[config.mk]
export PLATFORM = sky130hd
export DESIGN_NAME = input_debouncer
export DESIGN_NICKNAME = d
export VERILOG_FILES = /design/src/rtl/input_debouncer.sv
export SDC_FILE = /design/constraint.sdc
export NUM_CORES = 1
export LEC_CHECK = 0
export BUFFER_PORTS_ARGS = -buffer_cell sky130_fd_sc_hd__buf_2
export CORE_AREA = 2 2 52 54
export CTS_CLUSTER_SIZE = 25
export DETAILED_ROUTE_END_ITERATION = 12
export DIE_AREA = 0 0 54 56
export SLEW_MARGIN = 20
export SYNTH_ARGS = -nofsm -noshare
export SYNTH_HDL_FRONTEND = slang
export SYNTH_SLANG_ARGS = --single-unit
[constraint.sdc]
create_clock -name clk -period 1.8 [get_ports clk]
set_input_delay 0.09 -clock clk [delete_from_list [all_inputs] [get_ports clk]]
set_output_delay 0.09 -clock clk [all_outputs]
set_load 0.02 [all_outputs]
[src/rtl/input_debouncer.sv]
// input_debouncer: conditions a raw asynchronous level before it reaches the
// pulse stretcher. raw_in is synchronised into the clk domain. A change is
// accepted only after debounce_len+1 consecutive equal synchronised samples.
//
// Ports
//   clk           single clock, all logic on posedge
//   rst           synchronous, active-high reset
//   raw_in        asynchronous raw input
//   debounce_len  extra stable samples required before accepting a change (N)
//   clean_out     debounced level (feeds the stretcher's `in` port)
//   rise_pulse    1-cycle strobe on the first high cycle of clean_out
//   fall_pulse    1-cycle strobe on the first low cycle of clean_out
//   busy          1 while a candidate edge is being qualified
//   glitch_cnt    (GLITCH_COUNT_EN only) saturating count of rejected candidates
//
// Optional feature macro: GLITCH_COUNT_EN
//
// Parameters
//   SYNC_STAGES   synchroniser depth on raw_in, legal 2..4
//   CNT_W         width of debounce_len and the stability counter

module input_debouncer #(
    parameter int unsigned SYNC_STAGES = 2,
    parameter int unsigned CNT_W       = 4
) (
    input  logic             clk,
    input  logic             rst,
    input  logic             raw_in,
    input  logic [CNT_W-1:0] debounce_len,
    output logic             clean_out,
    output logic             rise_pulse,
    output logic             fall_pulse,
    output logic             busy
`ifdef GLITCH_COUNT_EN
    ,
    output logic [7:0]       glitch_cnt
`endif
);

    typedef enum logic [1:0] {
        ST_LO  = 2'd0,
        CHK_HI = 2'd1,
        ST_HI  = 2'd2,
        CHK_LO = 2'd3
    } state_t;

    state_t                 state;
    logic [SYNC_STAGES-1:0] sync_q;
    logic [CNT_W-1:0]       cnt;
    logic [CNT_W-1:0]       len_q;
    logic                   s;

    // Synchroniser chain; the FSM only ever looks at the last stage.
    always_ff @(posedge clk) begin
        if (rst) begin
            sync_q <= '0;
        end else begin
            sync_q <= {sync_q[SYNC_STAGES-2:0], raw_in};
        end
    end

    assign s = sync_q[SYNC_STAGES-1];

    // Qualification FSM. busy tracks "next state is a CHK_* state" so it is
    // registered alongside state. len_q is captured on entry to CHK_* so a
    // mid-qualification change of debounce_len only affects the next candidate.
    always_ff @(posedge clk) begin
        if (rst) begin
            state      <= ST_LO;
            cnt        <= '0;
            len_q      <= '0;
            clean_out  <= 1'b0;
            rise_pulse <= 1'b0;
            fall_pulse <= 1'b0;
            busy       <= 1'b0;
`ifdef GLITCH_COUNT_EN
            glitch_cnt <= 8'h00;
`endif
        end else begin
            rise_pulse <= 1'b0;
            fall_pulse <= 1'b0;
            case (state)
                ST_LO: begin
                    if (s) begin
                        if (debounce_len == '0) begin
                            state      <= ST_HI;
                            clean_out  <= 1'b1;
                            rise_pulse <= 1'b1;
                        end else begin
                            state <= CHK_HI;
                            cnt   <= CNT_W'(1);
                            len_q <= debounce_len;
                            busy  <= 1'b1;
                        end
                    end
                end
                CHK_HI: begin
                    if (!s) begin
                        state <= ST_LO;
                        busy  <= 1'b0;
`ifdef GLITCH_COUNT_EN
                        if (glitch_cnt != 8'hFF) glitch_cnt <= glitch_cnt + 8'd1;
`endif
                    end else if (cnt == len_q) begin
                        state      <= ST_HI;
                        busy       <= 1'b0;
                        clean_out  <= 1'b1;
                        rise_pulse <= 1'b1;
                    end else begin
                        cnt <= cnt + CNT_W'(1);
                    end
                end
                ST_HI: begin
                    if (!s) begin
                        if (debounce_len == '0) begin
                            state      <= ST_LO;
                            clean_out  <= 1'b0;
                            fall_pulse <= 1'b1;
                        end else begin
                            state <= CHK_LO;
                            cnt   <= CNT_W'(1);
                            len_q <= debounce_len;
                            busy  <= 1'b1;
                        end
                    end
                end
                CHK_LO: begin
                    if (s) begin
                        state <= ST_HI;
                        busy  <= 1'b0;
`ifdef GLITCH_COUNT_EN
                        if (glitch_cnt != 8'hFF) glitch_cnt <= glitch_cnt + 8'd1;
`endif
                    end else if (cnt == len_q) begin
                        state      <= ST_LO;
                        busy       <= 1'b0;
                        clean_out  <= 1'b0;
                        fall_pulse <= 1'b1;
                    end else begin
                        cnt <= cnt + CNT_W'(1);
                    end
                end
                default: begin
                    state <= ST_LO;
                    busy  <= 1'b0;
                end
            endcase
        end
    end

endmodule

==> results of run 1 <==
## cells in the mapped netlist (all sizes together) (3+ instances only)
library cell  instances
mux2i                 4
nand3                 3
o21ai                 3
dfxtp                16
nand2                 3
xor2                  5
nor2                  9
## registers in the layout, summed over array words and instances, names as in the netlist
name / cells
busy: 1
clean_out: 1
cnt: 4
fall_pulse: 1
len_q: 4
rise_pulse: 1
state: 2
sync_q: 2
## worst max-delay path, delay by kind of cell, from the launching register on
family	cells	cell delay [ns]
xor gates and xnor gates	1	0.12
DFF	1	0.42
and+or+nand+nor	1	0.13
AOI/OAI and AO/OA	1	0.54
muxes	1	0.32
## power by group through the flow
stage | combinational, mW | clock, mW | sequential (mW)
CTS | 0.0634 | 0.242 | 0.377
global placement | 0.0627 | 0 | 0.385
floorplan | 0.0423 | 0 | 0.387
global route | 0.0707 | 0.265 | 0.379
finish | 0.0625 | 0.231 | 0.377
detailed placement | 0.0632 | 0 | 0.385
## per-stage QoR
step	util, %	hold slack (ns)	setup WS, ns	power, mW	cell area (um2)
2_1_floorplan	-	0.218	0.304	0.429	718
3_3_place_gp	32.6	0.304	0.177	0.448	793
3_5_place_dp	32.6	0.310	0.174	0.448	793
4_1_cts	34.1	0.00623	0.160	0.683	830
5_1_grt	34.1	0.0340	0.0616	0.714	830
6_report	34.1	0.0136	0.174	0.671	830
## metal layers
metal	vias to the layer above	global-route usage [%]
li1	283	-
met1	254	11.8
met2	10	13.1
met3	2	2.42
met4	0	6.43
met5	-	0
## final cells by class
| cell class | count | area, um2 | area share, % |
|---|---|---|---|
| clock buffer | 4 | 36.3 | 4.37 |
| inverter | 2 | 7.51 | 0.905 |
| multi-input combinational | 52 | 378 | 45.6 |
| sequential | 16 | 320 | 38.6 |
| tap | 30 | 37.5 | 4.52 |
| timing repair buffer | 10 | 50.0 | 6.03 |
## cells by family (layout without fill, tap and decap cells)
logic type / count (synthesis) / after routing
and+or+nand+nor: 26 / 26
xor gates and xnor gates: 6 / 6
adders and majority gates: 1 / 1
AOI/OAI and AO/OA: 13 / 13
DFF: 16 / 16
muxes: 6 / 6
buffers and inverters: 5 / 16
## worst paths after layout
kind / start / endpoint / slack, ns / cells after the start
worst max-delay path: cnt[0] / cnt[3] / 0.17 / 4
worst min register to register: sync_q[0] / sync_q[1] / 0.44 / 1
worst max register to register: cnt[0] / cnt[3] / 0.17 / 4
worst min-delay path: raw_in / sync_q[0] / 0.01 / 2
==> flow_metrics.env, run 1 <==
export IMPL_gr_total_overflow=0
export IMPL_grt_pass1_wl_um=2040
export IMPL_skew_ns=0.000574
export IMPL_highest_layer="met4"
export IMPL_design_die_area_um2=3020
export IMPL_num_rows=18
export IMPL_worstSetupEndpointType="flop"
export IMPL_synth_net_count=81
export IMPL_drt_pass1_iter_count=4
export IMPL_synthSimpleGateAreaFrac_pct=20.7
export IMPL_nets=93
export IMPL_ys_seq_elements=16
export IMPL_synth_top_area_cell="dfxtp_1"
export IMPL_ys_warn_count=0
export IMPL_portBuffers=10
export IMPL_wirelength_um=1200
export IMPL_required_ns=1.97
export IMPL_seq_power_share_pct=56.2
export IMPL_intPower_uw=515
export IMPL_hp_class="in -> reg"
export IMPL_yosysTopAreaCellShare_pct=44.6
export IMPL_peakVddDrop_mv=0.264
export IMPL_max_slew_margin_rel_pct=66.3
export IMPL_maxCapViolCount=0
export IMPL_synth_top_family_by_area="simple AND/OR/NAND/NOR gates"
export IMPL_gp_congestion=0.706
export IMPL_initial_utilization_pct=29.5
export IMPL_pwr_density_cell_nw_per_um2=808
export IMPL_start_kind="flop"
export IMPL_pwr_share_clk_pct=34.5
export IMPL_synth_compound_area_share_pct=14.1
export IMPL_pin_count=11
export IMPL_final_cell_mix="dfxtp_1, buf_2, nor2_1"
export IMPL_die_width_um=54
export IMPL_syn_area_per_cell_um2=9.84
export IMPL_comb_power_share_pct=9.3
export IMPL_p_leak_nw=0.331
export IMPL_slowest_stage="o41ai_2"
export IMPL_crit_path_cell_trace="xor2_1 > o41ai_2 > nor3_1 > mux2_1"
export IMPL_yosys_top_cells_area="dfxtp_1, xor2_1, mux2i_1"
export IMPL_cp_max_fo=5
export IMPL_grt_pass1_vias=486
export IMPL_worst_pin_slew_ns=0.500
export IMPL_vias=549
export IMPL_htreeDepth=1
export IMPL_cts_tree="built"
export IMPL_grt_setup_unrepaired="false"
export IMPL_period_minus_slack_ns=1.63
export IMPL_max_freq_mhz=615
export IMPL_setup_tns_ns=0
export IMPL_die_h_um=56
export IMPL_synth_cell_types=31
export IMPL_slew_viol_final=0
export IMPL_setup_viol=0
export IMPL_yosys_mux_area_fraction_pct=8.71
export IMPL_status="finished, final reports clean"
export IMPL_sw_frac_of_total_pct=23.2
export IMPL_path_clk_slew_ns=0.09
export IMPL_ant_nets=0
export IMPL_antenna_cells=0
export IMPL_wire_per_inst_um=10.5
export IMPL_n_fill_cell=252
export IMPL_crit_type="reg -> reg"
export IMPL_async_reset_ff_share_pct=0
export IMPL_cts_buffers=3
export IMPL_mostFrequentLayoutCell="dfxtp_1"
export IMPL_cts_sink_count=16
export IMPL_synth_edf_count=0
export IMPL_core_area_um2=2430
export IMPL_drive_above_1_share_pct=22.6
export IMPL_met2_length_um=580
export IMPL_post_cts_buffers=0
export IMPL_wl_met3_um=37
export IMPL_syn_inst=73
export IMPL_p_switching_uw=156
export IMPL_drt_met1_wl_um=556
export IMPL_synth_flop_cell="dfxtp_1"
export IMPL_yosys_area_share_adder_pct=1.74
export IMPL_syn2layout_area_growth_pct=15.5
export IMPL_post_route_period_util_pct=90.4
export IMPL_drc=0
export IMPL_slowest_delay_ns=0.54
export IMPL_viasPerCell=4.82
export IMPL_synth_xor_area_share_pct=7.32
export IMPL_clock_root_buffer="clkbuf_4"
export IMPL_track_usage_pct=9.24
export IMPL_cp_arrival_ns=1.80
export IMPL_fin_cells=114
export IMPL_clock_latency_ns=0.28
export IMPL_drt_iter0_drc=7
export IMPL_synth_seq_area_share_pct=44.6
export IMPL_ctsResizeCount=0
export IMPL_hold_viol=0
export IMPL_syn_area_um2=718
export IMPL_place_inst=110
export IMPL_clockBufferDepth=2
export IMPL_antenna_found_initial=0
export IMPL_grt_max_degree=20
export IMPL_hold_buffers=0
Note: power is estimated with default switching activity, not from simulation.
==> run 2: changes to the inputs <==
PLACE_DENSITY = 0.57   (was default)
==> flow_metrics.env, run 2 (same netlist as run 1, synthesis figures left out) <==
export IMPL_status="finished, final reports clean"
export IMPL_drc=0
export IMPL_final_design_area_no_fill_um2=837
export IMPL_portBuffers=10
export IMPL_post_route_period_util_pct=91.2
export IMPL_cts_sink_count=16
export IMPL_nets=94
export IMPL_min_from="raw_in"
export IMPL_track_usage_pct=9.54
export IMPL_crit_path_cell_trace="xor2_1 > o41ai_2 > nor3_1 > mux2_1"
export IMPL_ant_nets=0
export IMPL_wirelength_um=1220
export IMPL_cts_tree="built"
export IMPL_final_cell_mix="dfxtp_1, buf_2, nor2_1"
export IMPL_placed_cell_area_um2=801
export IMPL_setup_tns_ns=0
export IMPL_max_slew_margin_rel_pct=65.7
export IMPL_drt_pass1_iter_count=4
export IMPL_p_leak_nw=0.336
export IMPL_grt_setup_unrepaired="false"
export IMPL_final_util_pct=34.4
export IMPL_num_rows=18
export IMPL_mostFrequentLayoutCell="dfxtp_1"
export IMPL_gr_total_overflow=0
export IMPL_slowest_delay_ns=0.54
export IMPL_hold_buffers=0
export IMPL_cp_max_fo=5
export IMPL_post_cts_buffers=0
export IMPL_crit_type="reg -> reg"
export IMPL_period_minus_slack_ns=1.64
export IMPL_n_fill_cell=259
export IMPL_hold_viol=0
export IMPL_max_freq_mhz=609
export IMPL_drt_iter0_drc=3
export IMPL_gp_congestion=0.710
export IMPL_pwr_density_cell_nw_per_um2=803
export IMPL_die_h_um=56
export IMPL_ctsResizeCount=0
export IMPL_multi_input_area_um2=378
export IMPL_place_hpwl_um=950
export IMPL_vias=554
export IMPL_antenna_cells=0
export IMPL_start_kind="flop"
export IMPL_worstSetupEndpointType="flop"
export IMPL_required_ns=1.97
export IMPL_pin_count=11
export IMPL_die_width_um=54
export IMPL_grt_pass1_wl_um=2150
export IMPL_regArea_um2=320
export IMPL_hold_ws_ns=0.0147
export IMPL_crit_start="cnt[0]"
export IMPL_core_area_um2=2430
export IMPL_clockBufferDepth=2
export IMPL_peakVddDrop_mv=0.313
export IMPL_wire_per_inst_um=10.6
export IMPL_worst_pin_slew_ns=0.508
export IMPL_clock_latency_ns=0.28
export IMPL_hp_class="in -> reg"
export IMPL_viasPerCell=4.82
export IMPL_top_regs="cnt x4, len_q x4"
export IMPL_r2r_start="cnt[0]"
export IMPL_setup_viol=0
export IMPL_drive_above_1_share_pct=23.5
export IMPL_cts_buffers=3
export IMPL_antenna_found_initial=0
export IMPL_maxCapViolCount=0
export IMPL_initial_utilization_pct=29.5
export IMPL_grt_max_degree=20
export IMPL_syn2layout_area_growth_pct=16.6
export IMPL_slowest_stage="o41ai_2"
export IMPL_design_die_area_um2=3020
export IMPL_cp_arrival_ns=1.81
export IMPL_clock_root_buffer="clkbuf_4"
export IMPL_skew_ns=0.00145
export IMPL_rrSetupSlack_ns=0.16
export IMPL_htreeDepth=1
export IMPL_slew_viol_final=0
export IMPL_grt_pass1_vias=532
export IMPL_path_clk_slew_ns=0.09
[run 2: cell types whose count changed in the layout (fill, tap and decap cells not counted)]
cell / delta
buf_4: +1
[run 2: report_power, final]
group          internal (mW)  switching (mW)  leakage (nW)
clock network          0.123           0.108        0.0210
logic                 0.0272          0.0376         0.185
registers              0.366          0.0107         0.130
total                  0.516           0.156         0.336
[run 2: worst max-delay path, delay by kind of cell (launching register included)]
kind            cells  cell delay [ns]
xor+xnor            1             0.12
compound gates      1             0.54
flops               1             0.42
mux                 1             0.32
simple gates        1             0.13
[run 2: path summary, 6_finish.rpt]
kind,endpoint,cells past startpoint
hold reg to reg,sync_q[1],1
setup / recovery,cnt[3],4
setup reg to reg,cnt[3],4
hold / removal,sync_q[0],2
[run 2: per-layer routing]
layer | global-route usage, % | up-vias | wire length (um)
met3 | 2.96 | 2 | 52
met5 | 0 | - | 0
met4 | 5.36 | 0 | 27
li1 | - | 287 | -
met1 | 11.9 | 257 | 549
met2 | 14.1 | 8 | 586
[run 2: layout make-up]
| cell class | instances | share of cell area, % |
|---|---|---|
| clock buffers | 4 | 4.33 |
| well taps | 30 | 4.48 |
| flip-flops and latches | 16 | 38.3 |
| inverters | 2 | 0.897 |
| repair buffers | 11 | 6.88 |
| multi-input cells | 52 | 45.1 |
[run 2: through the flow]
step	instances	setup WS, ns	power (mW)
after floorplan	73	0.304	0.429
after global placement	111	0.175	0.450
after detailed placement	111	0.159	0.451
after CTS	115	0.146	0.681
after global routing	115	0.0638	0.709
final	115	0.159	0.672
==> run 3: changes to the inputs <==
BUFFER_PORTS_ARGS = -buffer_cell sky130_fd_sc_hd__buf_4   (was -buffer_cell sky130_fd_sc_hd__buf_2)
==> flow_metrics.env, run 3 (same netlist as run 1, synthesis figures left out) <==
export IMPL_viasPerCell=4.78
export IMPL_grt_pass1_vias=495
export IMPL_post_route_period_util_pct=90.5
export IMPL_cp_max_fo=5
export IMPL_track_usage_pct=9.25
export IMPL_antenna_cells=0
export IMPL_max_slew_margin_rel_pct=66.1
export IMPL_initial_utilization_pct=29.5
export IMPL_core_area_um2=2430
export IMPL_syn2layout_area_growth_pct=20.4
export IMPL_cts_tree="built"
export IMPL_status="finished, final reports clean"
export IMPL_setup_tns_ns=0
export IMPL_antenna_found_initial=0
export IMPL_drive_above_1_share_pct=22.4
export IMPL_post_cts_buffers=0
export IMPL_gp_congestion=0.700
export IMPL_design_die_area_um2=3020
export IMPL_path_clk_slew_ns=0.09
export IMPL_htreeDepth=1
export IMPL_gr_total_overflow=0
export IMPL_grt_setup_unrepaired="false"
export IMPL_n_fill_cell=251
export IMPL_maxCapViolCount=0
export IMPL_top_regs="cnt x4, len_q x4"
export IMPL_nets=94
export IMPL_cts_buffers=3
export IMPL_clock_root_buffer="clkbuf_4"
export IMPL_p_leak_nw=0.340
export IMPL_worstSetupEndpointType="flop"
export IMPL_final_util_pct=35.5
export IMPL_worst_pin_slew_ns=0.503
export IMPL_period_minus_slack_ns=1.63
export IMPL_hp_class="in -> reg"
export IMPL_drc=0
export IMPL_portBuffers=10
export IMPL_wirelength_um=1190
export IMPL_drt_pass1_iter_count=4
export IMPL_cts_sink_count=16
export IMPL_mostFrequentLayoutCell="dfxtp_1"
export IMPL_clockBufferDepth=2
export IMPL_wire_per_inst_um=10.3
export IMPL_drt_iter0_drc=9
export IMPL_clock_latency_ns=0.29
export IMPL_slowest_stage="o41ai_2"
export IMPL_max_freq_mhz=614
export IMPL_slew_viol_final=0
export IMPL_pin_count=11
export IMPL_grt_max_degree=20
export IMPL_ant_nets=0
export IMPL_die_width_um=54
export IMPL_crit_type="reg -> reg"
export IMPL_num_rows=18
export IMPL_die_h_um=56
export IMPL_start_kind="flop"
export IMPL_grt_pass1_wl_um=2000
export IMPL_final_cell_mix="dfxtp_1, buf_4, nor2_1"
export IMPL_vias=550
export IMPL_crit_path_cell_trace="xor2_1 > o41ai_2 > nor3_1 > mux2_1"
export IMPL_setup_viol=0
export IMPL_cp_arrival_ns=1.82
export IMPL_place_hpwl_um=848
export IMPL_required_ns=1.99
export IMPL_slowest_delay_ns=0.56
export IMPL_total_power_uw=688
export IMPL_peakVddDrop_mv=0.293
export IMPL_pwr_density_cell_nw_per_um2=795
export IMPL_hold_viol=0
export IMPL_skew_ns=0.000649
## run 3: final timing paths
check	slack (ns)	end	from	depth (start not counted)
max reg2reg	0.17	cnt[3]	cnt[3]	4
min	0.05	len_q[1]	debounce_len[1]	3
max	0.17	cnt[3]	cnt[3]	4
min reg2reg	0.44	sync_q[1]	sync_q[0]	1
## run 3: repair_timing
action	in CTS	in global routing
hold buffers	0	1
resized for setup	0	0
hold endpoints to repair	0	1
## run 3: stage by stage
step	cell area [um2]	worst slack [ns]	hold slack [ns]	instances
after floorplan	718	0.304	0.218	73
after global placement	818	0.166	0.305	110
after detailed placement	818	0.196	0.312	110
after CTS	855	0.172	0.000391	114
after global routing	865	0.0656	0.0523	115
final	865	0.171	0.0459	115
## run 3: layer usage
layer	track usage, %	part of all wire (%)
met4	8.57	3.9
met2	12.7	45
met5	0	0
met1	11.2	48
met3	2.42	2.9
## run 3: critical path, delay by kind of cell (launching register included)
kind | cells | cell delay [ns]
DFF | 1 | 0.34
AOI/OAI and AO/OA | 1 | 0.56
and+or+nand+nor | 1 | 0.13
muxes | 1 | 0.32
xor gates and xnor gates | 1 | 0.18
## run 3: power by group
group,switching (mW),internal (mW),leakage [nW]
Combinational,0.0373,0.0330,0.189
Clock,0.117,0.123,0.0210
Sequential,0.0107,0.366,0.130
## run 3: cell type report
cell class / instances / area, um2 / share of cell area, %
Multi-Input combinational cell: 52 / 378 / 43.7
Sequential cell: 16 / 320 / 37.0
Clock buffer: 4 / 36.3 / 4.20
Inverter: 2 / 7.51 / 0.868
Tap cell: 30 / 37.5 / 4.34
Timing Repair Buffer: 11 / 85.1 / 9.84
